[config.mk]
export PLATFORM = sky130hd
export DESIGN_NAME = mux2x1_stream_arb
export DESIGN_NICKNAME = d
export VERILOG_FILES = /design/src/rtl/mux2x1_stream_arb.sv
export SDC_FILE = /design/constraint.sdc
export NUM_CORES = 1
export LEC_CHECK = 0
export BUFFER_PORTS_ARGS = -buffer_cell sky130_fd_sc_hd__buf_4
export CAP_MARGIN = 20
export CORE_UTILIZATION = 48
export CTS_CLUSTER_SIZE = 30
export DETAILED_ROUTE_END_ITERATION = 7
export PLACE_DENSITY = 0.82
export SYNTH_ARGS = -nofsm -noshare
export SYNTH_HDL_FRONTEND = slang
export SYNTH_SLANG_ARGS = --single-unit
[constraint.sdc]
create_clock -name clk -period 4.95 [get_ports clk]
set_input_delay 0.2475 -clock clk [delete_from_list [all_inputs] [get_ports clk]]
set_output_delay 0.2475 -clock clk [all_outputs]
set_load 0.005 [all_outputs]
[src/rtl/mux2x1_stream_arb.sv]
// ---------------------------------------------------------------------------
// mux2x1_stream_arb
//   Two-input, one-output stream arbiter feeding a 2:1 mux datapath.
//   Picks between source a and source b with round-robin fairness on ties.
//   The grant is held for the length of a packet. Each winning beat is
//   registered, and the granted source is exported as y_sel. y_sel drives
//   the downstream mux select. One beat per cycle is sustained.
//
// Ports
//   clk      in   rising-edge clock
//   rst_n    in   asynchronous active-low reset
//   a_valid  in   source a beat valid
//   a_data   in   source a data  [WIDTH]
//   a_last   in   source a final beat of packet
//   a_ready  out  source a beat accepted this cycle
//   b_valid  in   source b beat valid
//   b_data   in   source b data  [WIDTH]
//   b_last   in   source b final beat of packet
//   b_ready  out  source b beat accepted this cycle
//   y_valid  out  output beat valid (registered)
//   y_data   out  output data (registered) [WIDTH]
//   y_last   out  output final-beat flag (registered)
//   y_sel    out  source of the beat in y_data: 0=a, 1=b (registered)
//   y_ready  in   downstream accepts y
// ---------------------------------------------------------------------------
module mux2x1_stream_arb #(
  parameter int WIDTH = 8
) (
  input  logic             clk,
  input  logic             rst_n,
  input  logic             a_valid,
  input  logic [WIDTH-1:0] a_data,
  input  logic             a_last,
  output logic             a_ready,
  input  logic             b_valid,
  input  logic [WIDTH-1:0] b_data,
  input  logic             b_last,
  output logic             b_ready,
  output logic             y_valid,
  output logic [WIDTH-1:0] y_data,
  output logic             y_last,
  output logic             y_sel,
  input  logic             y_ready
);

  typedef enum logic [1:0] {
    IDLE   = 2'd0,
    LOCK_A = 2'd1,
    LOCK_B = 2'd2
  } state_t;

  state_t           r_state;
  state_t           w_state_nxt;
  logic             r_ptr;        // last source served: 0=a, 1=b
  logic             w_ptr_nxt;

  logic             r_y_valid;
  logic [WIDTH-1:0] r_y_data;
  logic             r_y_last;
  logic             r_y_sel;

  logic             w_accept;
  logic             w_gnt_vld;    // some source holds the grant this cycle
  logic             w_gnt_b;      // granted source: 0=a, 1=b
  logic             w_xfer;
  logic             w_xfer_last;

  // The output register can take a beat when it is empty or draining now.
  assign w_accept = !r_y_valid | y_ready;

  // Grant selection. In IDLE, ptr==1 means b was served last, so a wins the
  // tie. While locked, the grant stays with the packet owner even if that
  // owner has dropped valid, and the other source stalls.
  always_comb begin
    w_gnt_vld = 1'b0;
    w_gnt_b   = 1'b0;
    case (r_state)
      IDLE: begin
        w_gnt_vld = a_valid | b_valid;
        w_gnt_b   = (a_valid & b_valid) ? !r_ptr : b_valid;
      end
      LOCK_A: begin
        w_gnt_vld = 1'b1;
        w_gnt_b   = 1'b0;
      end
      LOCK_B: begin
        w_gnt_vld = 1'b1;
        w_gnt_b   = 1'b1;
      end
      default: begin
        w_gnt_vld = 1'b0;
        w_gnt_b   = 1'b0;
      end
    endcase
  end

  assign a_ready     = w_accept & w_gnt_vld & !w_gnt_b;
  assign b_ready     = w_accept & w_gnt_vld &  w_gnt_b;
  assign w_xfer      = (a_valid & a_ready) | (b_valid & b_ready);
  assign w_xfer_last = w_gnt_b ? b_last : a_last;

  // Packet lock tracking. The state and the pointer change only on a transfer.
  always_comb begin
    w_state_nxt = r_state;
    w_ptr_nxt   = r_ptr;
    if (w_xfer) begin
      case (r_state)
        IDLE: begin
          if (w_xfer_last) begin
            w_ptr_nxt = w_gnt_b;
          end else begin
            w_state_nxt = w_gnt_b ? LOCK_B : LOCK_A;
          end
        end
        LOCK_A, LOCK_B: begin
          if (w_xfer_last) begin
            w_state_nxt = IDLE;
            w_ptr_nxt   = w_gnt_b;
          end
        end
        default: begin
          w_state_nxt = IDLE;
        end
      endcase
    end
  end

  always_ff @(posedge clk or negedge rst_n) begin
    if (!rst_n) begin
      r_state <= IDLE;
      r_ptr   <= 1'b1;
    end else begin
      r_state <= w_state_nxt;
      r_ptr   <= w_ptr_nxt;
    end
  end

  // Output register stage: load on transfer, clear valid once drained.
  always_ff @(posedge clk or negedge rst_n) begin
    if (!rst_n) begin
      r_y_valid <= 1'b0;
      r_y_data  <= '0;
      r_y_last  <= 1'b0;
      r_y_sel   <= 1'b0;
    end else if (w_xfer) begin
      r_y_valid <= 1'b1;
      r_y_data  <= w_gnt_b ? b_data : a_data;
      r_y_last  <= w_xfer_last;
      r_y_sel   <= w_gnt_b;
    end else if (y_ready) begin
      r_y_valid <= 1'b0;
    end
  end

  assign y_valid = r_y_valid;
  assign y_data  = r_y_data;
  assign y_last  = r_y_last;
  assign y_sel   = r_y_sel;

endmodule

* Word-level counts from Yosys, hierarchy flattened
Cells that the tools add are included.
** Operators by class
- Bitwise operators :: 9
- Equality and inequality tests :: 4
- Mux-type cells :: 11
- Reductions and logical operators :: 9
** Operator list (count)
- 2-to-1 mux 8 bit :: 1
- AND 1 bit :: 6
- 2-to-1 mux 2 bit :: 3
- AND reduction 3 bit :: 2
- 2-to-1 mux 1 bit :: 4
- one-hot mux 1 bit (2 select lines) :: 2
- one-hot mux 2 bit (2 select lines) :: 1
- logical NOT 1 bit :: 3
- bitwise OR 1 bit :: 3
- OR reduction 3 bit :: 1
- equality test 2 x 1 -> 1 bit, second input constant :: 1
- equality test 2 bit, second input constant :: 1
- logical NOT 2 bit :: 1
- != test 2 x 1 -> 1 bit, second input constant :: 1
- != test 2 bit, second input constant :: 1
- nonzero test 2 bit :: 1
- OR reduction 2 bit :: 1
** Word-level totals
- Logic and storage cells :: 39
- Output and inout port bits :: 13
- Bits of input ports :: 23
- Flip-flop bits (word level) :: 14

* Logic depth before layout (Yosys ltp)
- Depth after elaboration :: 8
- Depth in mapped cells :: 7
- Depth with buffers taken out :: 6

* Least setup slack after synthesis
OpenSTA, ideal clock, no wires.
- Kind :: reg2reg
- Start :: register r_state[0]
- End :: register r_y_last, in the netlist y_last
- Period minus slack after synthesis :: 1.794 ns
- Path buffers :: 1
- Slack :: 3.156 ns
- Setup time :: 0.125 ns
- Data arrival time :: 1.670 ns
- Required time :: 4.825 ns
- Cell stages (with the launch flop) :: 7
- Cell sequence :: dfrtp_1 -> inv_1 -> ha_1 -> o21a_1 -> o221ai_1 -> buf_4 -> mux2_2
** Between the ends
- Cells in the longest elaborated chain, start to end :: 7
- Elaborated cells between the ends (all ways) :: 14
- Those cells by class :: eq/ne (2); mux (3); bitwise (6); reduce/logical (3)
** Ends and longest elaborated chain
- start, declared :: line 52 : state_t r_state;
- start signal, assigned :: line 133 : r_state <= w_state_nxt;
- equality test 2 x 1 -> 1 bit or equality test 2 bit (tied branches) :: line 77 : case (r_state)
- OR reduction 2 bit (no source line)
- one-hot mux 1 bit (2 select lines) :: line 77
- AND 1 bit :: line 97, 98
- AND 1 bit, on equally long branches :: line 97, 98
- AND 1 bit :: line 99 : assign w_xfer = (a_valid & a_ready) | (b_valid & b_ready);
- bitwise OR 1 bit :: line 99
- end signal, assigned :: line 148 : r_y_last <= w_xfer_last;
- end, declared :: line 59 : logic r_y_last;
Several ways; a longest one is shown, not always the timed one.
A chain may end at the register's enable or synchronous reset.

* Worst setup path in the final report
- Start :: register r_state[1]
- End :: output a_ready
** Between the ends
- Cells in the longest elaborated chain, start to end :: 5
- Elaborated cells between the ends (all ways) :: 9
- Those cells by class :: eq/ne (2); mux (2); bitwise (2); reduce/logical (3)
** Ends and longest elaborated chain
- equality test 2 x 1 -> 1 bit or equality test 2 bit (tied branches) :: line 77
- OR reduction 2 bit (no source line)
- one-hot mux 1 bit (2 select lines) :: line 77
- AND 1 bit :: line 97 : assign a_ready = w_accept & w_gnt_vld & !w_gnt_b;
- AND 1 bit * :: line 97
- end, declared :: line 34 : output logic a_ready,
Every way passes the cells marked *; elsewhere a longest branch is shown, timed or not.

==> tab_implementation.tex <==
\begin{tabular}{lr}
\hline
Metric & Value \\
\hline
\multicolumn{2}{l}{\textbf{Global route}} \\
\quad Number of global-route vias before repair & approximately 700 \\
\quad Antenna violations before repair & 0 \\
\quad Pin count of the biggest net entering global routing & 21 \\
\quad Global-route congestion overflow total & 0 \\
\quad Total Routing Usage GR & around a fifth \\
\quad Most used routing layer in global routing & met2 \\
\quad GR Util met3 & under 10\% \\
\quad First-pass GRT wire length & 2900 µm \\
\quad Met2 global-route usage & a little over a third \\
\quad Met1 usage in global routing & around 27\% \\
\multicolumn{2}{l}{\textbf{Clocking}} \\
\quad Source-to-sink clock delay at the later pin of the worst-skew pair & between 200 and 300 ps \\
\quad Clock transition at the registers of the reported paths & roughly 90 ps \\
\quad Count of instances resized after the clock tree is built & 0 \\
\quad Clk sinks & 14 \\
\quad Deepest clock path buffer count & 2 \\
\quad Total CTS buffers & 3 \\
\quad Level count of the clock H-tree & 1 \\
\quad Master cell of the clock root buffer & sky130\_fd\_sc\_hd\_\_clkbuf\_4 \\
\quad TritonCTS clock tree & yes \\
\multicolumn{2}{l}{\textbf{Cells and area}} \\
\quad Nets & 144 \\
\quad Final Non-Filler Cells & 133 \\
\quad Non-Filler Cell Area, Final & $\sim$1100 µm² \\
\quad Antenna diode instance count & 0 \\
\quad Post-synthesis to final-layout area growth & 40.4\% \\
\quad Share of layout cells above drive strength 1 & between 30\% and 40\% \\
\quad Utilization of the core after routing & a little over 70\% \\
\multicolumn{2}{l}{\textbf{Yosys}} \\
\quad Top-area cell type share of the netlist area & between 40 and 50\% \\
\quad Number of enable flip-flop cells after synthesis & 0 \\
\quad Synth top cells by count & 15 x sky130\_fd\_sc\_hd\_\_o21ai\_0, 13 x sky130\_fd\_sc\_hd\_\_dfrtp\_1, 9 x sky130\_fd\_sc\_hd\_\_mux2i\_1, 9 x sky130\_fd\_sc\_hd\_\_nand2\_1, 7 x sky130\_fd\_sc\_hd\_\_inv\_1 \\
\quad Share of the synthesized area in compound gates (AO/OA/AOI/OAI) & 22.5\% \\
\quad Area share of xor/xnor cells in the synthesized design & 0\% \\
\quad Share of the yosys chip area belonging to registers & between 40\% and 50\% \\
\quad \#FFs+latches synth & 14 \\
\quad Syn\_nets & 105 \\
\quad Average size of a mapped cell & about 10 µm² \\
\quad Most used DFF post-synth & sky130\_fd\_sc\_hd\_\_dfrtp\_1 \\
\quad Cell Area, Synth & between 700 and 800 µm² \\
\quad Share of async-settable or async-resettable flops after synthesis & 100\% \\
\quad Post-synthesis instance total & 79 \\
\quad Synth area leader & sky130\_fd\_sc\_hd\_\_dfrtp\_1 \\
\quad Dominant combinational cell family by area after synthesis & compound AO/OA/AOI/OAI gates \\
\quad Arithmetic-cell share of the synthesized area counting full adders, half adders and majority gates & between 4 and 5\% \\
\quad Synth Warn \# & 0 \\
\quad Most frequent cell after synthesis & sky130\_fd\_sc\_hd\_\_o21ai\_0 \\
\quad Basic-gate share of the synthesized area counting and, or, nand and nor cells & 9.09\% \\
\quad Distinct cell type count of the synthesized netlist & 23 \\
\quad Mux share of post-synthesis cell area & roughly 13\% \\
\quad Top cells by area, synth & sky130\_fd\_sc\_hd\_\_dfrtp\_1 41\%, sky130\_fd\_sc\_hd\_\_mux2i\_1 11\%, sky130\_fd\_sc\_hd\_\_o21ai\_0 9.6\%, sky130\_fd\_sc\_hd\_\_ha\_1 4.8\%, sky130\_fd\_sc\_hd\_\_nand2\_1 4.3\% \\
\multicolumn{2}{l}{\textbf{Critical path}} \\
\quad Largest fanout on the critical path & 17 \\
\quad Launch point of the worst reg-to-reg path & r\_state[1] \\
\quad Slack of the worst reg-to-reg path & roughly 2900 ps \\
\quad Critical register-to-register path endpoint & r\_state[0] \\
\quad Type of element launching the critical path & flip-flop \\
\quad Timing startpoint of the critical path & r\_state[1] \\
\quad Required arrival time at the worst endpoint & approximately 4700 ps \\
\quad Element type at the critical path end & primary output \\
\quad Worst EP arrival & 1820 ps \\
\quad Depth of the most critical reg-to-reg path & 6 \\
\quad End of the critical path & a\_ready \\
\quad Critical setup path kind & flip-flop to primary output \\
\multicolumn{2}{l}{\textbf{Floorplan}} \\
\quad Floorplan core area & approximately 1500 µm² \\
\quad Die Footprint & approximately 1800 µm² \\
\quad Number of rows in the core area & 14 \\
\quad Chip width & between 40 and 50 µm \\
\quad Number of I/O pins & 36 \\
\quad Initial core utilization & between 50\% and 60\% \\
\quad Die Y-Extent & around 42 µm \\
\multicolumn{2}{l}{\textbf{Place}} \\
\quad Number of port buffers & 35 \\
\quad Cell Area, Placed & $\sim$1100 µm² \\
\quad Final HPWL DP & around 1300 µm \\
\quad Post-placement setup slack & approximately 2900 ps \\
\quad Cells after DPL & 128 \\
\quad Final RePlAce weighted congestion & 0.779 \\
\multicolumn{2}{l}{\textbf{STA}} \\
\quad Count of pins over their slew limit & 0 \\
\quad Total Negative Setup Slacks & 0 ps \\
\quad Final Critical Period & 2070 ps \\
\quad Highest Clock Rate & between 0.4 and 0.5 GHz \\
\quad Slew HR & 62.1\% \\
\quad Finish-stage setup viols & 0 \\
\quad Hold slack final & 149 ps \\
\quad Portion of the clock cycle consumed by the worst path in the final layout & between 40\% and 50\% \\
\quad Final Hold Fails & 0 \\
\quad Clk\_skew & around 2.1 ps \\
\quad Setup slack after layout & 2880 ps \\
\quad Setup repair after global routing missed its margin & no \\
\quad Worst slew pin tran & 568 ps \\
\multicolumn{2}{l}{\textbf{Pwr}} \\
\quad Power share of the combinational group & 9.8\% \\
\quad Internal power consumption & roughly 0.17 mW \\
\quad Sequential cell fraction of total power & between 50\% and 60\% \\
\quad Switching Share & approximately a fifth \\
\quad Peak supply drop & $\sim$0.16 mV \\
\quad Power density of the placed cells & about 200 nW/µm² \\
\quad Part of the power in the clock network & between 30 and 40\% \\
\quad Power spent charging and discharging nets & approximately 0.047 mW \\
\quad Leakage power total & 0.616 nW \\
\quad Final Power & 0.219 mW \\
\multicolumn{2}{l}{\textbf{Routing}} \\
\quad Number of vias per cell & roughly 5.4 \\
\quad Drt first-iter violations & 9 \\
\quad DRC violation count after routing & 0 \\
\quad Total iterations of the first detailed-routing run & 4 \\
\quad Final WL & 1730 µm \\
\quad Wire length per cell & 13.0 µm \\
\quad Via count & 718 \\
\quad Antenna Nets Post-Route & 0 \\
\multicolumn{2}{l}{\textbf{Hold path}} \\
\quad Worst min path class & input port to flip-flop \\
\multicolumn{2}{l}{\textbf{Status}} \\
\quad Run status & finished, final reports clean \\
\multicolumn{2}{l}{\textbf{Job}} \\
\quad Max cap viols & 0 \\
\hline
\end{tabular}
[state kept, by name, indices dropped and copies added (netlist names)]
register	cells
y_data	8
y_sel	1
y_valid	1
r_ptr	1
r_state	2
y_last	1
[timing repair]
action	4_1_cts	5_1_grt
setup buffers	0	0
setup endpoints to repair	0	0
hold buffers	1	0
endpoints found under the hold margin	13	0
[routing by layer]
| metal | vias to the layer above | wire length [µm] |
|---|---|---|
| li1 | 352 | - |
| met1 | 336 | 786 |
| met2 | 28 | 843 |
| met3 | 2 | 88 |
| met4 | 0 | 8 |
| met5 | - | 0 |
[kinds of logic (layout without fill, tap and decap cells)]
logic type,after synthesis,after routing
AOI/OAI and AO/OA,26,26
and+or+nand+nor,16,16
DFF,14,14
muxes,10,10
buffers and inverters,10,48
adders and majority gates,3,3
[cell type report]
type,instances,area [µm²]
Inverter,7,26.3
Fill cell,119,423
Clock buffer,4,36.3
Multi-Input combinational cell,55,387
Timing Repair Buffer,37,280
Sequential cell,14,352
Tap cell,16,20.0
[power groups by stage]
stage,clock network (mW),logic [mW],registers (mW)
final,0.0832,0.0216,0.114
after global routing,0.0920,0.0238,0.114
after CTS,0.0852,0.0219,0.114
after detailed placement,0,0.0213,0.117
after global placement,0,0.0208,0.117
after floorplan,0,0.00367,0.117
[how the worst min path moves through the flow]
stage / start / endpoint / slack [ps] / depth (start not counted)
2_1_floorplan: rst_n / r_state[0] / -50 / 0
3_3_place_gp: rst_n / y_data[0] / 110 / 1
3_5_place_dp: rst_n / y_data[0] / 110 / 1
4_1_cts: y_ready / y_valid / 140 / 2
5_1_grt: y_ready / y_valid / 140 / 2
6_report: y_ready / y_valid / 150 / 2
[critical path, cell delays in order (launching register included)]
cell and delay (ps):
sky130_fd_sc_hd__dfrtp_1 380, sky130_fd_sc_hd__inv_1 70, sky130_fd_sc_hd__ha_1 260, sky130_fd_sc_hd__a31oi_4 520, sky130_fd_sc_hd__and2_1 200, sky130_fd_sc_hd__buf_4 100
[cell usage in the layout, fill, tap and decap left out]
master | netlist | routed
sky130_fd_sc_hd__clkbuf_8 | 0 | 1
sky130_fd_sc_hd__a21oi_1 | 2 | 2
sky130_fd_sc_hd__o21ai_0 | 15 | 15
sky130_fd_sc_hd__mux2i_1 | 9 | 9
sky130_fd_sc_hd__dfstp_2 | 1 | 1
sky130_fd_sc_hd__nand2_1 | 9 | 9
sky130_fd_sc_hd__dfrtp_1 | 13 | 13
sky130_fd_sc_hd__nand2b_1 | 1 | 1
sky130_fd_sc_hd__buf_4 | 2 | 36
sky130_fd_sc_hd__a31oi_4 | 1 | 1
sky130_fd_sc_hd__nor2_1 | 3 | 3
sky130_fd_sc_hd__or4_1 | 1 | 1
sky130_fd_sc_hd__o21a_1 | 3 | 3
sky130_fd_sc_hd__o22ai_1 | 1 | 1
sky130_fd_sc_hd__clkbuf_4 | 0 | 3
sky130_fd_sc_hd__a221oi_2 | 1 | 1
sky130_fd_sc_hd__a21boi_0 | 1 | 1
sky130_fd_sc_hd__ha_1 | 3 | 3
sky130_fd_sc_hd__o221ai_1 | 1 | 1
sky130_fd_sc_hd__o21ba_2 | 1 | 1
sky130_fd_sc_hd__and2_1 | 1 | 1
sky130_fd_sc_hd__dlygate4sd3_1 | 0 | 1
sky130_fd_sc_hd__mux2_2 | 1 | 1
sky130_fd_sc_hd__nand2_2 | 1 | 1
sky130_fd_sc_hd__inv_1 | 7 | 7
No activity file was read; power rests on OpenSTA's default activity.
